**config.mk**
```make
export PLATFORM = sky130hd
export DESIGN_NAME = haraka256_round_ctrl_flat
export DESIGN_NICKNAME = d
export VERILOG_FILES = /design/src/rtl/haraka256_round_ctrl_if.sv /design/src/rtl/haraka256_round_ctrl.sv /design/src/flat_wrapper.sv
export SDC_FILE = /design/constraint.sdc
export NUM_CORES = 1
export LEC_CHECK = 0
export ABC_AREA = 1
export CORE_AREA = 2 2 307 309
export CTS_CLUSTER_DIAMETER = 120
export DETAILED_ROUTE_END_ITERATION = 8
export DIE_AREA = 0 0 309 311
export MAX_ROUTING_LAYER = met4
export PLACE_DENSITY = 0.52
export SKIP_CTS_REPAIR_TIMING = 1
export SLEW_MARGIN = 20
export SYNTH_ARGS = -nofsm -noshare
export SYNTH_HDL_FRONTEND = slang
export SYNTH_SLANG_ARGS = --single-unit
```
**constraint.sdc**
```tcl
create_clock -name clk -period 1.5 [get_ports clk]
set_input_delay 0.225 -clock clk [delete_from_list [all_inputs] [get_ports clk]]
set_output_delay 0.225 -clock clk [all_outputs]
set_load 0.01 [all_outputs]
```
**src/rtl/haraka256_round_ctrl_if.sv**
```systemverilog
// Bundles the message, digest and AES-unit signals of the Haraka-256 round sequencer.
// master = hash front-end / AES-unit side, slave = the sequencer.
interface haraka256_round_ctrl_if;
    logic         in_valid;
    logic         in_ready;
    logic [255:0] in_data;
    logic         out_valid;
    logic         out_ready;
    logic [255:0] out_data;
    logic [127:0] aes_in;
    logic [4:0]   aes_rc_idx;
    logic [127:0] aes_out;
    logic         busy;

    modport master (
        output in_valid, in_data, out_ready, aes_out,
        input  in_ready, out_valid, out_data, aes_in, aes_rc_idx, busy
    );

    modport slave (
        input  in_valid, in_data, out_ready, aes_out,
        output in_ready, out_valid, out_data, aes_in, aes_rc_idx, busy
    );
endinterface

```
**src/rtl/haraka256_round_ctrl.sv**
```systemverilog
// Haraka-256 sequencer sharing one AES round unit across two lanes; HARAKA_FEEDFWD_EN adds the input feed-forward XOR.
// Latency: 32 cycles accept-to-out_valid (5 rounds x 6 cycles + FINAL), one message per 33 cycles.
// Backpressure: digest held in DONE until out_ready; no stall inside the rounds, new accept only from IDLE.
module haraka256_round_ctrl (
    input  logic                         clk,
    input  logic                         rst,
    haraka256_round_ctrl_if.slave        bus
);
    typedef enum logic [2:0] {
        ST_IDLE,
        ST_ISSUE,
        ST_DRAIN,
        ST_MIX,
        ST_FINAL,
        ST_DONE
    } state_t;

    state_t       r_state;
    logic [127:0] r_s0;
    logic [127:0] r_s1;
    logic [2:0]   r_round;
    logic [1:0]   r_slot;
    logic         r_tag;
    logic         r_wb_vld;
    logic [255:0] r_out_data;
`ifdef HARAKA_FEEDFWD_EN
    logic [255:0] r_ff;
`endif

    logic [127:0] w_mix_s0;
    logic [127:0] w_mix_s1;
    logic [255:0] w_digest;

    // Interleave the 32-bit words of both lanes: low halves into s0, high halves into s1.
    assign w_mix_s0 = {r_s1[63:32],  r_s0[63:32],  r_s1[31:0],  r_s0[31:0]};
    assign w_mix_s1 = {r_s1[127:96], r_s0[127:96], r_s1[95:64], r_s0[95:64]};

`ifdef HARAKA_FEEDFWD_EN
    assign w_digest = {r_s1, r_s0} ^ r_ff;
`else
    assign w_digest = {r_s1, r_s0};
`endif

    assign bus.in_ready   = (r_state == ST_IDLE);
    assign bus.out_valid  = (r_state == ST_DONE);
    assign bus.busy       = (r_state != ST_IDLE) && (r_state != ST_DONE);
    assign bus.out_data   = r_out_data;
    assign bus.aes_in     = (r_state == ST_ISSUE) ? (r_slot[0] ? r_s1 : r_s0) : '0;
    assign bus.aes_rc_idx = (r_state == ST_ISSUE) ? ({r_round, 2'b00} + {3'b000, r_slot}) : 5'd0;

    always_ff @(posedge clk) begin
        if (rst) begin
            r_state    <= ST_IDLE;
            r_s0       <= '0;
            r_s1       <= '0;
            r_round    <= '0;
            r_slot     <= '0;
            r_tag      <= 1'b0;
            r_wb_vld   <= 1'b0;
            r_out_data <= '0;
`ifdef HARAKA_FEEDFWD_EN
            r_ff       <= '0;
`endif
        end else begin
            // The AES result for an ISSUE slot lands one cycle later; the tag remembers its lane.
            r_wb_vld <= (r_state == ST_ISSUE);
            r_tag    <= (r_state == ST_ISSUE) ? r_slot[0] : 1'b0;
            if (r_wb_vld) begin
                if (r_tag) begin
                    r_s1 <= bus.aes_out;
                end else begin
                    r_s0 <= bus.aes_out;
                end
            end

            case (r_state)
                ST_IDLE: begin
                    if (bus.in_valid) begin
                        r_s0    <= bus.in_data[127:0];
                        r_s1    <= bus.in_data[255:128];
`ifdef HARAKA_FEEDFWD_EN
                        r_ff    <= bus.in_data;
`endif
                        r_round <= 3'd0;
                        r_slot  <= 2'd0;
                        r_state <= ST_ISSUE;
                    end
                end
                ST_ISSUE: begin
                    r_slot <= r_slot + 2'd1;
                    if (r_slot == 2'd3) begin
                        r_state <= ST_DRAIN;
                    end
                end
                ST_DRAIN: begin
                    r_state <= ST_MIX;
                end
                ST_MIX: begin
                    r_s0 <= w_mix_s0;
                    r_s1 <= w_mix_s1;
                    if (r_round < 3'd4) begin
                        r_round <= r_round + 3'd1;
                        r_slot  <= 2'd0;
                        r_state <= ST_ISSUE;
                    end else begin
                        r_state <= ST_FINAL;
                    end
                end
                ST_FINAL: begin
                    r_out_data <= w_digest;
                    r_state    <= ST_DONE;
                end
                ST_DONE: begin
                    if (bus.out_ready) begin
                        r_state <= ST_IDLE;
                    end
                end
                default: begin
                    r_state <= ST_IDLE;
                end
            endcase
        end
    end
endmodule

```
**src/flat_wrapper.sv**
```systemverilog
// flat-port wrapper written by rule: the top's interface ports become plain ports
module haraka256_round_ctrl_flat 
  (clk, rst, bus_in_valid, bus_in_data, bus_out_ready, bus_aes_out, bus_in_ready, bus_out_valid, bus_out_data, bus_aes_in, bus_aes_rc_idx, bus_busy);
  haraka256_round_ctrl_if bus_i ();
  input  logic clk;
  input  logic rst;
  input wire logic [$bits(bus_i.in_valid)-1:0] bus_in_valid;
  input wire logic [$bits(bus_i.in_data)-1:0] bus_in_data;
  input wire logic [$bits(bus_i.out_ready)-1:0] bus_out_ready;
  input wire logic [$bits(bus_i.aes_out)-1:0] bus_aes_out;
  output wire logic [$bits(bus_i.in_ready)-1:0] bus_in_ready;
  output wire logic [$bits(bus_i.out_valid)-1:0] bus_out_valid;
  output wire logic [$bits(bus_i.out_data)-1:0] bus_out_data;
  output wire logic [$bits(bus_i.aes_in)-1:0] bus_aes_in;
  output wire logic [$bits(bus_i.aes_rc_idx)-1:0] bus_aes_rc_idx;
  output wire logic [$bits(bus_i.busy)-1:0] bus_busy;
  assign bus_i.in_valid = bus_in_valid;
  assign bus_i.in_data = bus_in_data;
  assign bus_i.out_ready = bus_out_ready;
  assign bus_i.aes_out = bus_aes_out;
  assign bus_in_ready = bus_i.in_ready;
  assign bus_out_valid = bus_i.out_valid;
  assign bus_out_data = bus_i.out_data;
  assign bus_aes_in = bus_i.aes_in;
  assign bus_aes_rc_idx = bus_i.aes_rc_idx;
  assign bus_busy = bus_i.busy;
  haraka256_round_ctrl u_core (.clk(clk), .rst(rst), .bus(bus_i));
endmodule
```
==> metrics.yaml, run 1 <==
final_cell_count_no_fill: 6343
tightestPinTransition_ns: 0.8878
drc_errors: 0
clk_path_buf_depth: 3
track_usage_pct: 35.67
worstPathRequired_ns: 1.27
rsz0062_at_grt: "yes"
pwr_density_cell_mw_per_mm2: 1021
post-dp-hpwl_um: 132600
synth_top_family_by_area: "simple AND/OR/NAND/NOR gates"
drtAntennaViolNets: 0
die-area_mm2: 0.09610
final_net_count: 5394
dp.cells: 6189
place_area_mm2: 0.03878
fin_ws_ns: -1.098
p_clk_share_pct: 40.2
fp-row-count: 112
vias_per_cell: 5.277
layout-drive-gt1-share_pct: 14.61
p_int_mw: 28.16
wl_per_cell_um: 27.38
die_w_um: 309
ios: 780
yosysSeqAreaShare_pct: 40.10
hold_class: "input port to register"
ctsRootBufferMaster: "clkbuf_16"
period_minus_slack_ns: 2.598
synthAdderAreaFrac_pct: 0.09603
maxSlewViolCount: 0
setup_viol: 904
insertion_delay_ns: 0.63
combPwrFrac_pct: 23.5
grt_max_degree: 103
clkTransAtPathRegs_ns: 0.06
area_growth_pct: 56.49
grt_pass1_wl_um: 239600
fillers: 9837
cap_violations: 0
whs_ns: 0.04950
io_buffer_count: 779
ir_worst_vdd_mv: 0.8468
die_height_um: 311
vias: 33470
synth.distinct_cells: 23
fin_tns_setup_ns: -312.25
finalClockSkew_ns: 0.02830
fin_crit_sh_pct: 173.2
fin_area_mm2: 0.04078
critPathLaunchType: "register"
synth-compound-area-share_pct: 22.32
synth_mux_area_share_pct: 0
status: "complete, but fails checks"
grt_pass1_vias: 31570
synth_seq_cells: 522
critPathCaptureType: "output pin"
grt_overflow_total: 0
core_area_mm2: 0.09277
finalHoldViolCount: 0
synth_nets: 4440
drt_pre_antenna_iters: 6
synth-simple-area-share_pct: 29.06
htree_levels: 3
yosys_warnings: 0
arrival_ns: 2.37
max_freq_mhz: 385.0
antenna_found_initial: 40
violations: "setup timing"
leakagePower_nw: 17.99
seqPwrFrac_pct: 36.4
slew_headroom_pct: 40.19
cts_buffers: 67
p_switching_mw: 13.47
drt-initial-drc-count: 3700
syn_inst: 4050
avgSynthCellArea_um2: 6.434
synthesis.area_mm2: 0.02606
start_util_pct: 28.09
crit_type: "register to output pin"
clock-sinks: 522
routed_wl_um: 173700
sw_frac_of_total_pct: 32.35
critPathMaxFanout: 30
cts_tree: "yes"
synth_xor_area_share_pct: 0
gp_congestion: 0.9864
cell families (layout without fill, tap and decap cells):
logic type,after synthesis,in the layout
other,0,39
flip-flops,522,522
buffers and inverters,530,1530
adder cells (fa/ha/maj),2,2
AO/OA/AOI/OAI,1162,1162
AND/OR/NAND/NOR,1834,1834
critical path, cell delays in order (launching register included):
cell and delay [ns]:
dfxtp_4 0.34, inv_2 0.04, nand2_1 0.10, nor2_4 0.18, inv_6 0.12, buf_12 0.19
a21oi_2 0.12, buf_4 0.12, clkdlybuf4s50_1 0.52
layout make-up:
type                    count  area (um2)  area share [%]
repair buffers           1269       12300           30.16
clock inverters            13       151.4          0.3713
diodes                     39       97.59          0.2393
clock buffers             102        2044           5.014
inverters                 146       580.6           1.424
multi-input cells        2998       13580           33.29
well taps                1254        1569           3.848
flip-flops and latches    522       10460           25.66
metrics by stage:
step / setup slack [ns] / power [mW] / utilization, %
4_1_cts: -1.221 / 41.70 / 44.17
3_5_place_dp: -0.9611 / 25.08 / 41.80
2_1_floorplan: -0.05362 / 19.19 / -
6_report: -1.098 / 41.63 / 43.96
3_3_place_gp: -0.9446 / 25.08 / 41.80
5_1_grt: -1.155 / 42.83 / 43.94
final timing paths:
check / from / end / slack [ns] / depth (start not counted)
max: u_core.r_state[1]$_SDFFE_PP0P_ / bus_aes_in[14] / -1.10 / 8
min: bus_in_valid / u_core.r_round[2]$_SDFFE_PP0P_ / 0.05 / 4
min reg2reg: u_core.r_round[1]$_SDFFE_PP0P_ / u_core.r_round[1]$_SDFFE_PP0P_ / 0.49 / 2
max reg2reg: u_core.r_state[0]$_SDFFE_PP0P_ / u_core.r_s0[43]$_SDFF_PP0_ / -0.83 / 8
routing by layer:
layer,vias to the layer above,global-route usage (%),part of all wire (%)
li1,15440,-,-
met1,16010,45.44,42
met5,-,-,0
met3,342,6.171,8.2
met2,1682,54.19,45
met4,0,17.81,5.4
flip-flops by register name (all words and copies together), names as in the netlist:
name,count
u_core.bus.out_data,256
u_core.r_round,3
u_core.r_s0,128
u_core.r_s1,128
u_core.r_slot,2
u_core.r_state,3
u_core.r_tag,1
u_core.r_wb_vld,1
cells in the mapped netlist (all sizes together):
| cell | instances | share of area (%) |
|---|---|---|
| nand4 | 258 | 6.2 |
| a21oi | 389 | 7.5 |
| inv | 145 | 2.1 |
| a31oi | 1 | 0.024 |
| dfxtp | 522 | 40 |
| clkinv | 1 | 0.014 |
| buf | 149 | 2.9 |
| clkbuf | 235 | 3.4 |
| o21ai | 772 | 15 |
| ha | 2 | 0.096 |
| nor3 | 1 | 0.019 |
| nand2 | 785 | 11 |
| nand3 | 6 | 0.15 |
| nor2 | 784 | 11 |
power by group through the flow:
stage,clock network (mW),registers (mW),logic [mW]
4_1_cts,16.9,15.1,9.71
3_5_place_dp,0,15.4,9.67
3_3_place_gp,0,15.4,9.66
6_report,16.7,15.1,9.76
2_1_floorplan,0,15.3,3.91
5_1_grt,17.4,15.2,10.3
layout by cell type, fill, tap and decap left out, types with 2 or more instances in the layout:
cell	count
dfxtp_1	519
o21ai_1	7
o21ai_0	764
nand3_1	4
clkbuf_2	80
ha_1	2
clkdlybuf4s50_1	644
nand2_4	2
clkbuf_16	72
nor2_4	3
dlymetal6s2s_1	31
bufinv_16	2
inv_2	2
clkinv_2	6
nand4_1	258
nor2_1	781
buf_4	415
nand2_1	780
inv_6	4
a21oi_2	25
inv_1	139
clkbuf_1	17
buf_12	95
clkbuf_8	14
inv_8	3
diode_2	39
nand2_8	2
a21oi_1	364
dfxtp_4	3
(Power assumes the default switching activity.)
==> run 2: changes to the inputs <==
--- a/config.mk
+++ b/config.mk
@@ -6,12 +6,12 @@
 export NUM_CORES = 1
 export LEC_CHECK = 0
 export ABC_AREA = 1
-export CORE_AREA = 2 2 307 309
+export CORE_AREA = 2 2 306 308
 export CTS_CLUSTER_DIAMETER = 120
 export DETAILED_ROUTE_END_ITERATION = 8
-export DIE_AREA = 0 0 309 311
+export DIE_AREA = 0 0 308 310
 export MAX_ROUTING_LAYER = met4
-export PLACE_DENSITY = 0.52
+export PLACE_DENSITY = 0.53
 export SKIP_CTS_REPAIR_TIMING = 1
 export SLEW_MARGIN = 20
 export SYNTH_ARGS = -nofsm -noshare
==> run 2 against run 1 <==
Against the previous run: the flow still finishes with violations (setup timing); combinational power increased by 2%; largest cell class unchanged; clock skew increased by 0.0055 ns; wire length decreased by 0.64%; sequential power about the same; core utilization increased by 0.82 points; clock power increased by 2%; power increased by 1.0%.
==> metrics.yaml, run 2 (same netlist as run 1, synthesis figures left out) <==
status: "complete, but fails checks"  # unchanged
violations: "setup timing"  # unchanged
period_minus_slack_ns: 2.275  # was 2.598 ns
grt_pass1_vias: 31140  # was 31570
maxSlewViolCount: 0  # unchanged
critPathCaptureType: "output pin"  # unchanged
path_buf_inv: 5  # unchanged
min_path_cells: 4  # unchanged
drtAntennaViolNets: 0  # unchanged
grt_overflow_total: 0  # unchanged
place_area_mm2: 0.03902  # was 0.03878 mm2
finalClockSkew_ns: 0.03384  # was 0.02830 ns
slew_headroom_pct: 56.75  # was 40.19%
cap_violations: 0  # unchanged
area_growth_pct: 58.94  # was 56.49%
critical_path.most_common_cell: "buf_4"
max_freq_mhz: 439.5  # was 385.0 MHz
layout-drive-gt1-share_pct: 17.13  # was 14.61%
vias_per_cell: 5.348  # was 5.277
insertion_delay_ns: 0.63  # about the same
clk_path_buf_depth: 3  # unchanged
post-place-ws_ns: -0.5801  # was -0.9611 ns
critPathMaxStageDelay_ns: 0.34  # was 0.52 ns
critPathLaunchType: "register"  # unchanged
start_util_pct: 28.17  # was 28.09%
drt_pre_antenna_iters: 6  # unchanged
drc_errors: 0  # unchanged
pwr_density_cell_mw_per_mm2: 1016  # was 1021 mW/mm2
ir_worst_vdd_mv: 0.6974  # was 0.8468 mV
htree_levels: 3  # unchanged
die_w_um: 308  # was 309 um
clock-sinks: 522  # unchanged
fin_crit_sh_pct: 151.7  # was 173.2%
critical-path-slowest-cell: "dfxtp_4"  # was clkdlybuf4s50_1
grt_pass1_wl_um: 234500  # was 239600 um
gp_congestion: 0.9809  # was 0.9864
fp-row-count: 112  # unchanged
worstPathRequired_ns: 1.27  # about the same
io_buffer_count: 779  # unchanged
setup_viol: 904  # unchanged
rr_startpoint: "u_core.r_state[0]$_SDFFE_PP0P_"  # unchanged
grt_max_degree: 85  # was 103
post-dp-hpwl_um: 131900  # was 132600 um
core_area_mm2: 0.09249  # was 0.09277 mm2
fin_tns_setup_ns: -312.59  # was -312.25 ns
mostFrequentLayoutCells: "nor2_1 (781), nand2_1 (770), o21ai_0 (765), clkdlybuf4s50_1 (635), dfxtp_1 (518)"  # was nor2_1 (781), nand2_1 (780), o21ai_0 (764), clkdlybuf4s50_1 (644), dfxtp_1 (519)
clkTransAtPathRegs_ns: 0.05  # was 0.06 ns
largest_reg_flops: 256  # unchanged
ios: 780  # unchanged
final_net_count: 5464  # was 5394
drt-initial-drc-count: 4342  # was 3700
cts_buffers: 67  # unchanged
hold_class: "input port to register"  # unchanged
track_usage_pct: 35.19  # was 35.67%
fin_area_mm2: 0.04142  # was 0.04078 mm2
die-area_mm2: 0.09548  # was 0.09610 mm2
tightestPinTransition_ns: 0.6420  # was 0.8878 ns
leakagePower_nw: 18.17  # was 17.99 nW
cts_tree: "yes"  # unchanged
fillers: 9671  # was 9837
die_height_um: 310  # was 311 um
critPathMaxFanout: 12  # was 30
crit_family: "buffers and inverters"  # unchanged
path_cells: "inv_2 -> nand2_2 -> nor2_4 -> inv_8 -> buf_12 -> buf_4 -> a21oi_1 -> buf_4"  # was inv_2 -> nand2_1 -> nor2_4 -> inv_6 -> buf_12 -> a21oi_2 -> buf_4 -> clkdlybuf4s50_1
rrSetupSlack_ns: -0.48  # was -0.83 ns
routed_wl_um: 172600  # was 173700 um
wl_per_cell_um: 27.15  # was 27.38 um
arrival_ns: 2.05  # was 2.37 ns
rsz0062_at_grt: "yes"  # unchanged
vias: 33990  # was 33470
antenna_found_initial: 38  # was 40
crit_type: "register to output pin"  # unchanged
r2r_cells: 8  # unchanged
fin_ws_ns: -0.7751  # was -1.098 ns
r2r_end: "u_core.bus.out_data[56]$_SDFFE_PP0N_"  # was u_core.r_s0[43]$_SDFF_PP0_
holdCritStartpoint: "rst"  # was bus_in_valid
hold_end: "u_core.bus.out_data[216]$_SDFFE_PP0N_"  # was u_core.r_round[2]$_SDFFE_PP0P_
finalHoldViolCount: 0  # unchanged
ctsRootBufferMaster: "clkbuf_16"  # unchanged
layout_commonest_cell: "nor2_1"  # unchanged
[run 2: changes by cell type in the layout (fill, tap and decap cells not counted), sizes merged]
cell,previous run,this run
bufinv,2,7
clkinvlp,1,3
diode,39,37
inv,149,148
clkdlybuf4s50,644,635
clkbuf,183,172
clkinv,7,13
buf,513,604
dlymetal6s2s,31,19
[run 2: routing by layer]
| layer | part of all wire, % | global-route usage (%) |
|---|---|---|
| met1 | 41 | 44.55 |
| met2 | 46 | 55.39 |
| met3 | 8.4 | 6.035 |
| met4 | 4.6 | 14.76 |
| met5 | 0 | - |
[run 2: how the worst max path moves through the flow]
stage,startpoint,endpoint,slack (ns),depth (start not counted)
finish,u_core.r_state[1]$_SDFFE_PP0P_,bus_aes_in[53],-0.78,8
global route,u_core.r_state[1]$_SDFFE_PP0P_,bus_aes_in[53],-0.82,8
CTS,u_core.r_state[1]$_SDFFE_PP0P_,bus_aes_in[81],-1.23,7
detailed placement,u_core.r_state[1]$_SDFFE_PP0P_,bus_aes_in[81],-0.58,7
global placement,u_core.r_state[1]$_SDFFE_PP0P_,bus_aes_in[81],-0.59,7
floorplan,u_core.r_slot[0]$_SDFFE_PP0P_,bus_aes_in[49],-0.05,5
[run 2: final cells by class]
class	count	area (um2)	share of cell area (%)
Clock inverter	25	356.6	0.8610
Antenna cell	37	92.59	0.2236
Inverter	146	590.6	1.426
Timing Repair Buffer	1339	12800	30.90
Multi-Input combinational cell	2998	13740	33.17
Sequential cell	522	10460	25.26
Tap cell	1197	1498	3.616
Clock buffer	91	1878	4.535
[run 2: through the flow]
step / power (mW) / cells / util [%] / hold WS (ns)
after floorplan: 19.19 / 4050 / - / 0.4359
after global placement: 24.86 / 6182 / 42.19 / 0.4746
after detailed placement: 24.88 / 6182 / 42.19 / 0.4830
after CTS: 41.82 / 6298 / 44.61 / 0.05387
after global routing: 43.28 / 6350 / 44.77 / 0.08654
final: 42.07 / 6355 / 44.78 / 0.07840
[run 2: report_power, final]
group	total, mW	switching, mW	internal [mW]
sequential	15.1	0.575	14.5
clock	17.1	7.03	10.0
combinational	9.93	5.93	4.00
total	42.1	13.5	28.5
[run 2: tightest hold or removal path, stage by stage]
cell and delay (ns):
clkbuf_8 0.15, inv_8 0.11, o21ai_0 0.11, nor2_1 0.04
